===== src/rtl/fetch_pkg.sv =====
// Shared types and constants for the instruction-fetch stage.
package fetch_pkg;

  localparam int unsigned OPC_BITS    = 4;
  localparam int unsigned INSTR_BYTES = 4;

  localparam logic [OPC_BITS-1:0] OP_BRANCH = 4'b0010;
  localparam logic [1:0]          BHT_INIT  = 2'b01;

  typedef enum logic [1:0] {
    IDLE  = 2'd0,
    REQ   = 2'd1,
    VALID = 2'd2
  } fetchState_e;

  function automatic logic isBranch(input logic [OPC_BITS-1:0] opcode);
    return opcode == OP_BRANCH;
  endfunction

endpackage


===== src/rtl/fetch_if.sv =====
// Instruction-memory read channel: request/address out, ack/data back.
interface fetch_if #(
  parameter int unsigned DBITS = 32
);

  logic             imem_req;
  logic [DBITS-1:0] imem_addr;
  logic             imem_ack;
  logic [DBITS-1:0] imem_rdata;

  modport master (
    output imem_req,
    output imem_addr,
    input  imem_ack,
    input  imem_rdata
  );

  modport slave (
    input  imem_req,
    input  imem_addr,
    output imem_ack,
    output imem_rdata
  );

endinterface


===== src/rtl/fetch_bht.sv =====
// Branch history table: 2-bit saturating counters, one async read, one training port.
module fetch_bht
  import fetch_pkg::*;
#(
  parameter int unsigned BHT_BITS = 6
) (
  input  logic                clk,
  input  logic                rst_n,
  input  logic [BHT_BITS-1:0] rdIdx,
  output logic [1:0]          rdCtr_c,
  input  logic                updEn,
  input  logic [BHT_BITS-1:0] updIdx,
  input  logic                updTaken
);

  localparam int unsigned ENTRIES = 2 ** BHT_BITS;

  logic [1:0] ctr [ENTRIES];

  // Reads see the pre-update value when an update hits the same entry.
  assign rdCtr_c = ctr[rdIdx];

  always_ff @(posedge clk or negedge rst_n) begin
    if (!rst_n) begin
      for (int unsigned i = 0; i < ENTRIES; i++) begin
        ctr[i] <= BHT_INIT;
      end
    end else if (updEn) begin
      if (updTaken && (ctr[updIdx] != 2'b11)) begin
        ctr[updIdx] <= ctr[updIdx] + 2'd1;
      end else if (!updTaken && (ctr[updIdx] != 2'b00)) begin
        ctr[updIdx] <= ctr[updIdx] - 2'd1;
      end
    end
  end

endmodule


===== src/rtl/fetch_unit.sv =====
// Instruction-fetch stage: owns the PC, reads instruction memory, predicts branches
// and writes the IF/ID register.
module fetch_unit
  import fetch_pkg::*;
#(
  parameter int unsigned      DBITS    = 32,
  parameter int unsigned      BHT_BITS = 6,
  parameter logic [DBITS-1:0] RESET_PC = '0
) (
  input  logic             clk,
  input  logic             reset,
  fetch_if.master          imem,
  input  logic             stall,
  input  logic             redirect,
  input  logic [DBITS-1:0] redirect_pc,
  input  logic             bp_update,
  input  logic [DBITS-1:0] bp_pc,
  input  logic             bp_taken,
  output logic             IF_wrt_en,
  output logic [DBITS-1:0] instWord,
  output logic [DBITS-1:0] pcIncremented,
  output logic [DBITS-1:0] brBaseOffset,
  output logic             prediction
);

  fetchState_e      state, stateNext;
  logic [DBITS-1:0] pc, pcNext;
  logic             squash, squashNext;
  logic             capture;
  logic             addrLoad;
  logic [DBITS-1:0] seqPc;
  logic [DBITS-1:0] branchOffset;
  logic [DBITS-1:0] targetPc;
  logic [1:0]       bhtCtr;
  logic             unusedBits;

  fetch_bht #(
    .BHT_BITS (BHT_BITS)
  ) u_bht (
    .clk      (clk),
    .rst_n    (reset),
    .rdIdx    (pc[BHT_BITS+1:2]),
    .rdCtr_c  (bhtCtr),
    .updEn    (bp_update),
    .updIdx   (bp_pc[BHT_BITS+1:2]),
    .updTaken (bp_taken)
  );

  assign unusedBits = ^{bp_pc[DBITS-1:BHT_BITS+2], bp_pc[1:0], bhtCtr[0]};

  // Sequential and branch-target addresses for the word arriving from memory.
  assign seqPc        = pc + DBITS'(INSTR_BYTES);
  assign branchOffset = {{(DBITS-18){imem.imem_rdata[15]}}, imem.imem_rdata[15:0], 2'b00};
  assign targetPc     = seqPc + branchOffset;

  assign IF_wrt_en = (state == VALID) & ~stall & ~redirect;

  always_comb begin
    stateNext  = state;
    pcNext     = pc;
    squashNext = squash;
    capture    = 1'b0;
    addrLoad   = 1'b0;

    unique case (state)
      IDLE: begin
        stateNext = REQ;
        addrLoad  = 1'b1;
      end
      REQ: begin
        if (imem.imem_ack) begin
          addrLoad = 1'b1;
          if (squash || redirect) begin
            squashNext = 1'b0;
          end else begin
            capture   = 1'b1;
            stateNext = VALID;
          end
        end else if (redirect) begin
          // The outstanding read cannot be aborted; mark its data stale.
          squashNext = 1'b1;
        end
      end
      VALID: begin
        if (!stall) begin
          pcNext    = prediction ? brBaseOffset : pcIncremented;
          stateNext = REQ;
          addrLoad  = 1'b1;
        end
      end
      default: begin
        stateNext = IDLE;
      end
    endcase

    if (redirect) begin
      pcNext = redirect_pc;
      if (state != REQ) begin
        stateNext = REQ;
        addrLoad  = 1'b1;
      end
    end
  end

  always_ff @(posedge clk or negedge reset) begin
    if (!reset) begin
      state  <= IDLE;
      pc     <= RESET_PC;
      squash <= 1'b0;
    end else begin
      state  <= stateNext;
      pc     <= pcNext;
      squash <= squashNext;
    end
  end

  // Memory request and IF/ID payload registers.
  always_ff @(posedge clk or negedge reset) begin
    if (!reset) begin
      imem.imem_req  <= 1'b0;
      imem.imem_addr <= '0;
      instWord       <= '0;
      pcIncremented  <= '0;
      brBaseOffset   <= '0;
      prediction     <= 1'b0;
    end else begin
      imem.imem_req <= (stateNext == REQ);
      if (addrLoad) begin
        imem.imem_addr <= pcNext;
      end
      if (capture) begin
        instWord      <= imem.imem_rdata;
        pcIncremented <= seqPc;
        brBaseOffset  <= targetPc;
        prediction    <= isBranch(imem.imem_rdata[DBITS-1 -: OPC_BITS]) & bhtCtr[1];
      end
    end
  end

endmodule

===== src/flat_wrapper.sv =====
// flat-port wrapper written by rule: the top's interface ports become plain ports
module fetch_unit_flat import fetch_pkg::*;
#(
  parameter int unsigned      DBITS    = 32,
  parameter int unsigned      BHT_BITS = 6,
  parameter logic [DBITS-1:0] RESET_PC = '0
)
  (clk, reset, stall, redirect, redirect_pc, bp_update, bp_pc, bp_taken, IF_wrt_en, instWord, pcIncremented, brBaseOffset, prediction, imem_imem_req, imem_imem_addr, imem_imem_ack, imem_imem_rdata);
  fetch_if #(.DBITS(DBITS)) imem_i ();
  input  logic clk;
  input  logic reset;
  input  logic stall;
  input  logic redirect;
  input  logic [DBITS-1:0] redirect_pc;
  input  logic bp_update;
  input  logic [DBITS-1:0] bp_pc;
  input  logic bp_taken;
  output logic IF_wrt_en;
  output logic [DBITS-1:0] instWord;
  output logic [DBITS-1:0] pcIncremented;
  output logic [DBITS-1:0] brBaseOffset;
  output logic prediction;
  output wire logic [$bits(imem_i.imem_req)-1:0] imem_imem_req;
  output wire logic [$bits(imem_i.imem_addr)-1:0] imem_imem_addr;
  input wire logic [$bits(imem_i.imem_ack)-1:0] imem_imem_ack;
  input wire logic [$bits(imem_i.imem_rdata)-1:0] imem_imem_rdata;
  assign imem_imem_req = imem_i.imem_req;
  assign imem_imem_addr = imem_i.imem_addr;
  assign imem_i.imem_ack = imem_imem_ack;
  assign imem_i.imem_rdata = imem_imem_rdata;
  fetch_unit #(.DBITS(DBITS), .BHT_BITS(BHT_BITS), .RESET_PC(RESET_PC)) u_core (.clk(clk), .reset(reset), .imem(imem_i), .stall(stall), .redirect(redirect), .redirect_pc(redirect_pc), .bp_update(bp_update), .bp_pc(bp_pc), .bp_taken(bp_taken), .IF_wrt_en(IF_wrt_en), .instWord(instWord), .pcIncremented(pcIncremented), .brBaseOffset(brBaseOffset), .prediction(prediction));
endmodule

===== config.mk =====
export PLATFORM = sky130hd
export DESIGN_NAME = fetch_unit_flat
export DESIGN_NICKNAME = d
export VERILOG_FILES = /design/src/rtl/fetch_pkg.sv /design/src/rtl/fetch_if.sv /design/src/rtl/fetch_bht.sv /design/src/rtl/fetch_unit.sv /design/src/flat_wrapper.sv
export SDC_FILE = /design/constraint.sdc
export NUM_CORES = 1
export LEC_CHECK = 0
export ABC_AREA = 1
export CAP_MARGIN = 20
export CORE_ASPECT_RATIO = 1.4
export CORE_UTILIZATION = 60
export DETAILED_ROUTE_END_ITERATION = 7
export DONT_BUFFER_PORTS = 1
export MAX_ROUTING_LAYER = met4
export PLACE_DENSITY = 0.78
export RECOVER_POWER = 50
export SETUP_SLACK_MARGIN = 0.05
export SLEW_MARGIN = 5
export SYNTH_ARGS = -nofsm -noshare
export SYNTH_HDL_FRONTEND = slang
export SYNTH_SLANG_ARGS = --single-unit

===== constraint.sdc =====
create_clock -name clk -period 3.6 [get_ports clk]
set_input_delay 0.54 -clock clk [delete_from_list [all_inputs] [get_ports clk]]
set_output_delay 0.54 -clock clk [all_outputs]
set_load 0.02 [all_outputs]

# == Word level (Yosys, flattened, before mapping) ==
# Index checks and enable logic that the tools add are counted.
# word_totals
reg_bits,293
input_bits,103
out_inout_bits,131
elab_cells,138
# classes
addsub,4
magnitude_cmp,3
eq_ne,7
mux,33
bitwise,7
n_reduce_logical,11
# op_table
operator,count
$bwmux 128,2
$mux 128,2
$mux 32,4
$add 32x3->32 const B,1
$add 32x32->32,1
$bmux 2 s6,2
$mux 2,10
$ge 7x7->1 const B,2
$not 6->7,2
$demux 2 s6,1
$mux 1,10
$lt 7x1->1 const B,1
$pmux 2 s3,1
$reduce_bool 2->1,3
$eq 2x1->1 const B,2
$eq 4x2->1 const B,1
$ne 2x1->1 const B,2
$and 1x1->1,3
$logic_and 1x1->1,3
$pmux 1 s3,1
$reduce_and 3->1,1
$add 2x1->2 const B,1
$eq 2x2->1 const B,1
$logic_not 2->1,1
6 further kinds,7

# == Depth between registers and ports, before layout ==
# depth
word_depth,8
ltp_mapped,25
depth_no_buf,23

# == Hierarchy ==
# From an unflattened synthesis, not the netlist that was laid out.
# unflattened
hier_cells,2523
area_unflattened_um2,17767.0
# modules_own_cells
module,n_inst,cells_each,area_per_inst_um2,seq_area_each_um2
fetch_unit,1,1248,9616.7,4078.9
fetch_bht,1,1275,8150.3,3283.1

# == Worst setup path after synthesis ==
# Ideal clock, no wire load.
# synth_path
kind,input -> register
from,input bp_pc[2]
to,register u_core.u_bht.ctr[101] in the netlist's numbering
setup_time_ps,133
arrival_ps,2742
setup_slack_ps,725
cell_stages,18
n_path_buf,4
path_cell_list,buf_4 > inv_4 > buf_6 > buf_4 > nand3_1 > inv_1 > nand2_1 > nand2_1 > nor2_1 > nand3b_1 > nand2_1 > nand2_1 > nor2_1 > nand2_1 > ha_1 > xnor2_1 > clkbuf_1 > o21ai_0
# synth_between
elab_chain_cells,8
word_cells_on_any_way,21
cone_classes,2 x add/sub; 2 x order compare; 1 x eq/ne; 9 x mux; 1 x bitwise; 6 x reduce/logical
# synth_lines
item,line_no,rtl
start: declaration,flat_wrapper.sv:16,input logic [DBITS-1:0] bp_pc;
$not 6->7 (implied by the code) (*),n/a,
$bmux 2 s6 (tied with other cells),n/a,
$mux 2 (implied by the code) / $logic_and 1x1->1 (equally long branches),n/a,
"$mux 2, on equally long branches",n/a,
$sub 2x1->2 (tied with other cells),fetch_bht.sv:32,ctr[updIdx] <= ctr[updIdx] - 2'd1;
$bwmux 128 (tied with other cells),fetch_bht.sv:32,
$mux 128 / $reduce_bool 2->1 (equally long branches),n/a,
$mux 128 / $reduce_and 2->1 (equally long branches),n/a,
end signal: indexed assignment,fetch_bht.sv:30,ctr[updIdx] <= ctr[updIdx] + 2'd1;
end signal: indexed assignment,fetch_bht.sv:32,
end: declaration,fetch_bht.sv:18,logic [1:0] ctr [ENTRIES];
# Every way passes the cells marked *; elsewhere a longest branch is shown, timed or not. The select of a mux whose other input is x is not followed.
# A chain may end at the register's enable or synchronous reset.

# == Worst setup path in the final report ==
# layout_path
from,register u_core.pc[7]
to,register u_core.brBaseOffset[21]
# layout_between
elab_chain_cells,2
# layout_lines
item,line_no,rtl
start: declaration,fetch_unit.sv:27,"logic [DBITS-1:0] pc, pcNext;"
start signal: assignment,fetch_unit.sv:112,pc <= pcNext;
$add 32x3->32,fetch_unit.sv:52,assign seqPc = pc + DBITS'(INSTR_BYTES);
named net u_core.seqPc[19],fetch_unit.sv:31,logic [DBITS-1:0] seqPc;
$add 32x32->32,fetch_unit.sv:54,assign targetPc = seqPc + branchOffset;
end signal: assignment,fetch_unit.sv:134,brBaseOffset <= targetPc;
end: declaration,fetch_unit.sv:22,"output logic [DBITS-1:0] brBaseOffset,"
# The timed path passes the listed nets, and every way through them passes these cells.

==> metrics.txt <==
synth unique cells=38; vias in the first global route=15462; Slew HR=6.29%; Fill cells=2354; wirelength, routed=51300 um; per-cell routed wire length=18.5 um; Antenna Cells=0; Seq/Total Area, Yosys=44.2%; clock sinks=291; Hold Vio Cnt, Final=255; unrepaired setup endpoints after global routing=yes; LEAKAGE=8.76 nW; largest net degree at the start of global routing=292; failing checks=negative hold slack; Synth top cells by count=nand2_1 (940), inv_1 (246), dfrtp_1 (227); Post-synth EDFFs=0; Ys Warns=0; effective utilization at floorplan=61.5%; Power Dens Cells=575 nW/um^2; Via density=5.66; Reg2Reg Depth=18; cell with the most instances after synthesis=nand2_1; Worst setup EP type=flip-flop; Antenna Violating Nets Remaining=0; Synth top area share=34.1%; 1st-iter DRT viols=1140; Worst EP arrival=3.77 ns; clock-pin transition on the worst setup and hold timing paths=0.06 ns; clock buffer depth=3; TritonCTS clock tree=done; fmax=298 MHz; total power draw=10.5 mW; Die H=199 um; Worst Path Max Fanout=7; final instance area=18200 sq um; final worst path period share=93.4%; WHS=-0.321 ns; area grow syn2layout=9.20%; DP Wirelength=37500 um; core area=27100 sq um; Mapped Cells=2369; status=finished with violations; first-pass GRT wire length=80000 um; Post CTS Setup Buffer Count=0; vias=15643; ys async rst share=100%; clock latency on the worst-skew pair=0.56 ns; Remaining DRCs=0; aggregate global-route resource usage=38.0%; CTS root buf=clkbuf_16; total CTS buffers=28; Synth Register Bits=291; syn_area_per_cell=7.04 sq um; most area-hungry cell type in the Yosys netlist=dfrtp_1; Mapped Nets=2505; gpl congestion=1.03; critical setup path kind=flip-flop to flip-flop; Post-Syn Area=16700 sq um; Non-Filler Instances=2766; Slew @ Worst Pin=1.41 ns; GR Overflow Total=0; final core occ=67.2%; Max-Cap Viols=0; setup TNS=0 ns; commonest register cell after synthesis=dfrtp_1; Hold WC Path Type=primary input to asynchronous set/reset pin; Final Skew=0.0191 ns; WP data required=4.01 ns; I/O Pins=234; Setup violations, final=0; H-tree depth=1; startpoint types=flip-flop; Final Max Tran Viols=0; fin crit period=3.36 ns; chip width=143 um; Area contributors post-synth=dfrtp_1 (34%), nand2_1 (21%), dfstp_2 (10%), o21ai_0 (6.6%), inv_1 (5.5%); row cnt=71; Peak VDD IR=0.000529 V; number of port buffers=0; DP Area=17200 sq um; placed cells=2714; Post-layout nets=2515; initial antenna violation count=0; Pre-antenna DRT Iters=6; share of layout cells above drive strength 1=8.58%; die area=28500 sq um
-- layout make-up --
type                    count  area, sq um  share of cell area (%)
inverters                 251          946                    5.20
multi-input cells        1743         7970                    43.8
flip-flops and latches    291         7360                    40.4
clock inverters            10          108                   0.591
clock buffers              42          855                    4.69
repair buffers             64          505                    2.78
well taps                 365          457                    2.51
-- stage by stage --
step | setup WS [ns] | hold slack [ns]
after floorplan | 0.725 | 0.244
after global placement | 0.130 | 0.250
after detailed placement | 0.145 | 0.251
after CTS | 0.137 | -0.334
after global routing | 0.0520 | -0.337
final | 0.239 | -0.321
-- placed cells by master (no fill, tap or decap), drive strengths merged, types with 4 or more instances in the layout --
cell type  instances
nand2            940
dfstp             64
o21bai             6
nor2             226
xor2              12
a21oi             49
inv              249
buf               64
nor3              19
clkinv             7
nand3b             7
nand4             28
xnor2             18
dfrtp            227
o211ai            18
and2               5
mux2              15
clkbuf            42
ha                32
nand3             90
mux2i             11
o21ai            251
or2                4
-- cells by family after synthesis --
logic type / count (synthesis) / synth area share, %
xor gates and xnor gates: 30 / 1.58
buffers and inverters: 335 / 8.23
AOI/OAI and AO/OA: 332 / 10.4
adders and majority gates: 33 / 2.52
muxes: 26 / 1.67
DFF: 291 / 44.2
and+or+nand+nor: 1322 / 31.4
-- metal layers --
| metal | global-route usage [%] | wire (um) | share of wire (%) |
|---|---|---|---|
| met1 | 40.4 | 18600 | 36 |
| met2 | 64.0 | 25300 | 49 |
| met3 | 5.44 | 3200 | 6.2 |
| met4 | 28.7 | 4250 | 8.3 |
| met5 | - | 0 | 0 |
-- final timing paths --
check | from | endpoint | slack, ns
worst min-delay path | reset | u_core.brBaseOffset[0]$_DFFE_PN0P_ | -0.32
worst min register to register | flip-flop | flip-flop | 0.47
worst max-delay path | u_core.pc[7]$_DFF_PN0_ | u_core.brBaseOffset[21]$_DFFE_PN0P_ | 0.24
min in group clk | imem_imem_rdata[11] | u_core.instWord[11]$_DFFE_PN0P_ | 0.10
max in group asynchronous | reset | asynchronous set/reset pin | 3.48
worst max register to register | u_core.pc[7]$_DFF_PN0_ | u_core.brBaseOffset[21]$_DFFE_PN0P_ | 0.24
-- critical path, cell delays in order, from the launching register on --
cell and delay [ns]:
dfrtp_1 0.47, nand2_1 0.15, nor2_1 0.16, nand2_1 0.11
nor3_2 0.23, nand3_1 0.13, xor2_1 0.27, inv_1 0.08
ha_1 0.37, nand2_1 0.09, nor2_1 0.15, inv_1 0.07
nor2_1 0.20, buf_4 0.18, nand4_1 0.20, nand3_1 0.15
nand2_1 0.05, nand3_1 0.08, o21ai_0 0.09
-- repair_timing --
action	4_1_cts	5_1_grt
endpoints found under the setup margin	0	7
endpoints found under the hold margin	291	291
resized for setup	0	2
-- power breakdown --
group	internal, mW	switching (mW)
combinational	0.755	1.30
clock	1.78	1.29
sequential	4.04	1.31
Power figures use the tool's default switching activity.
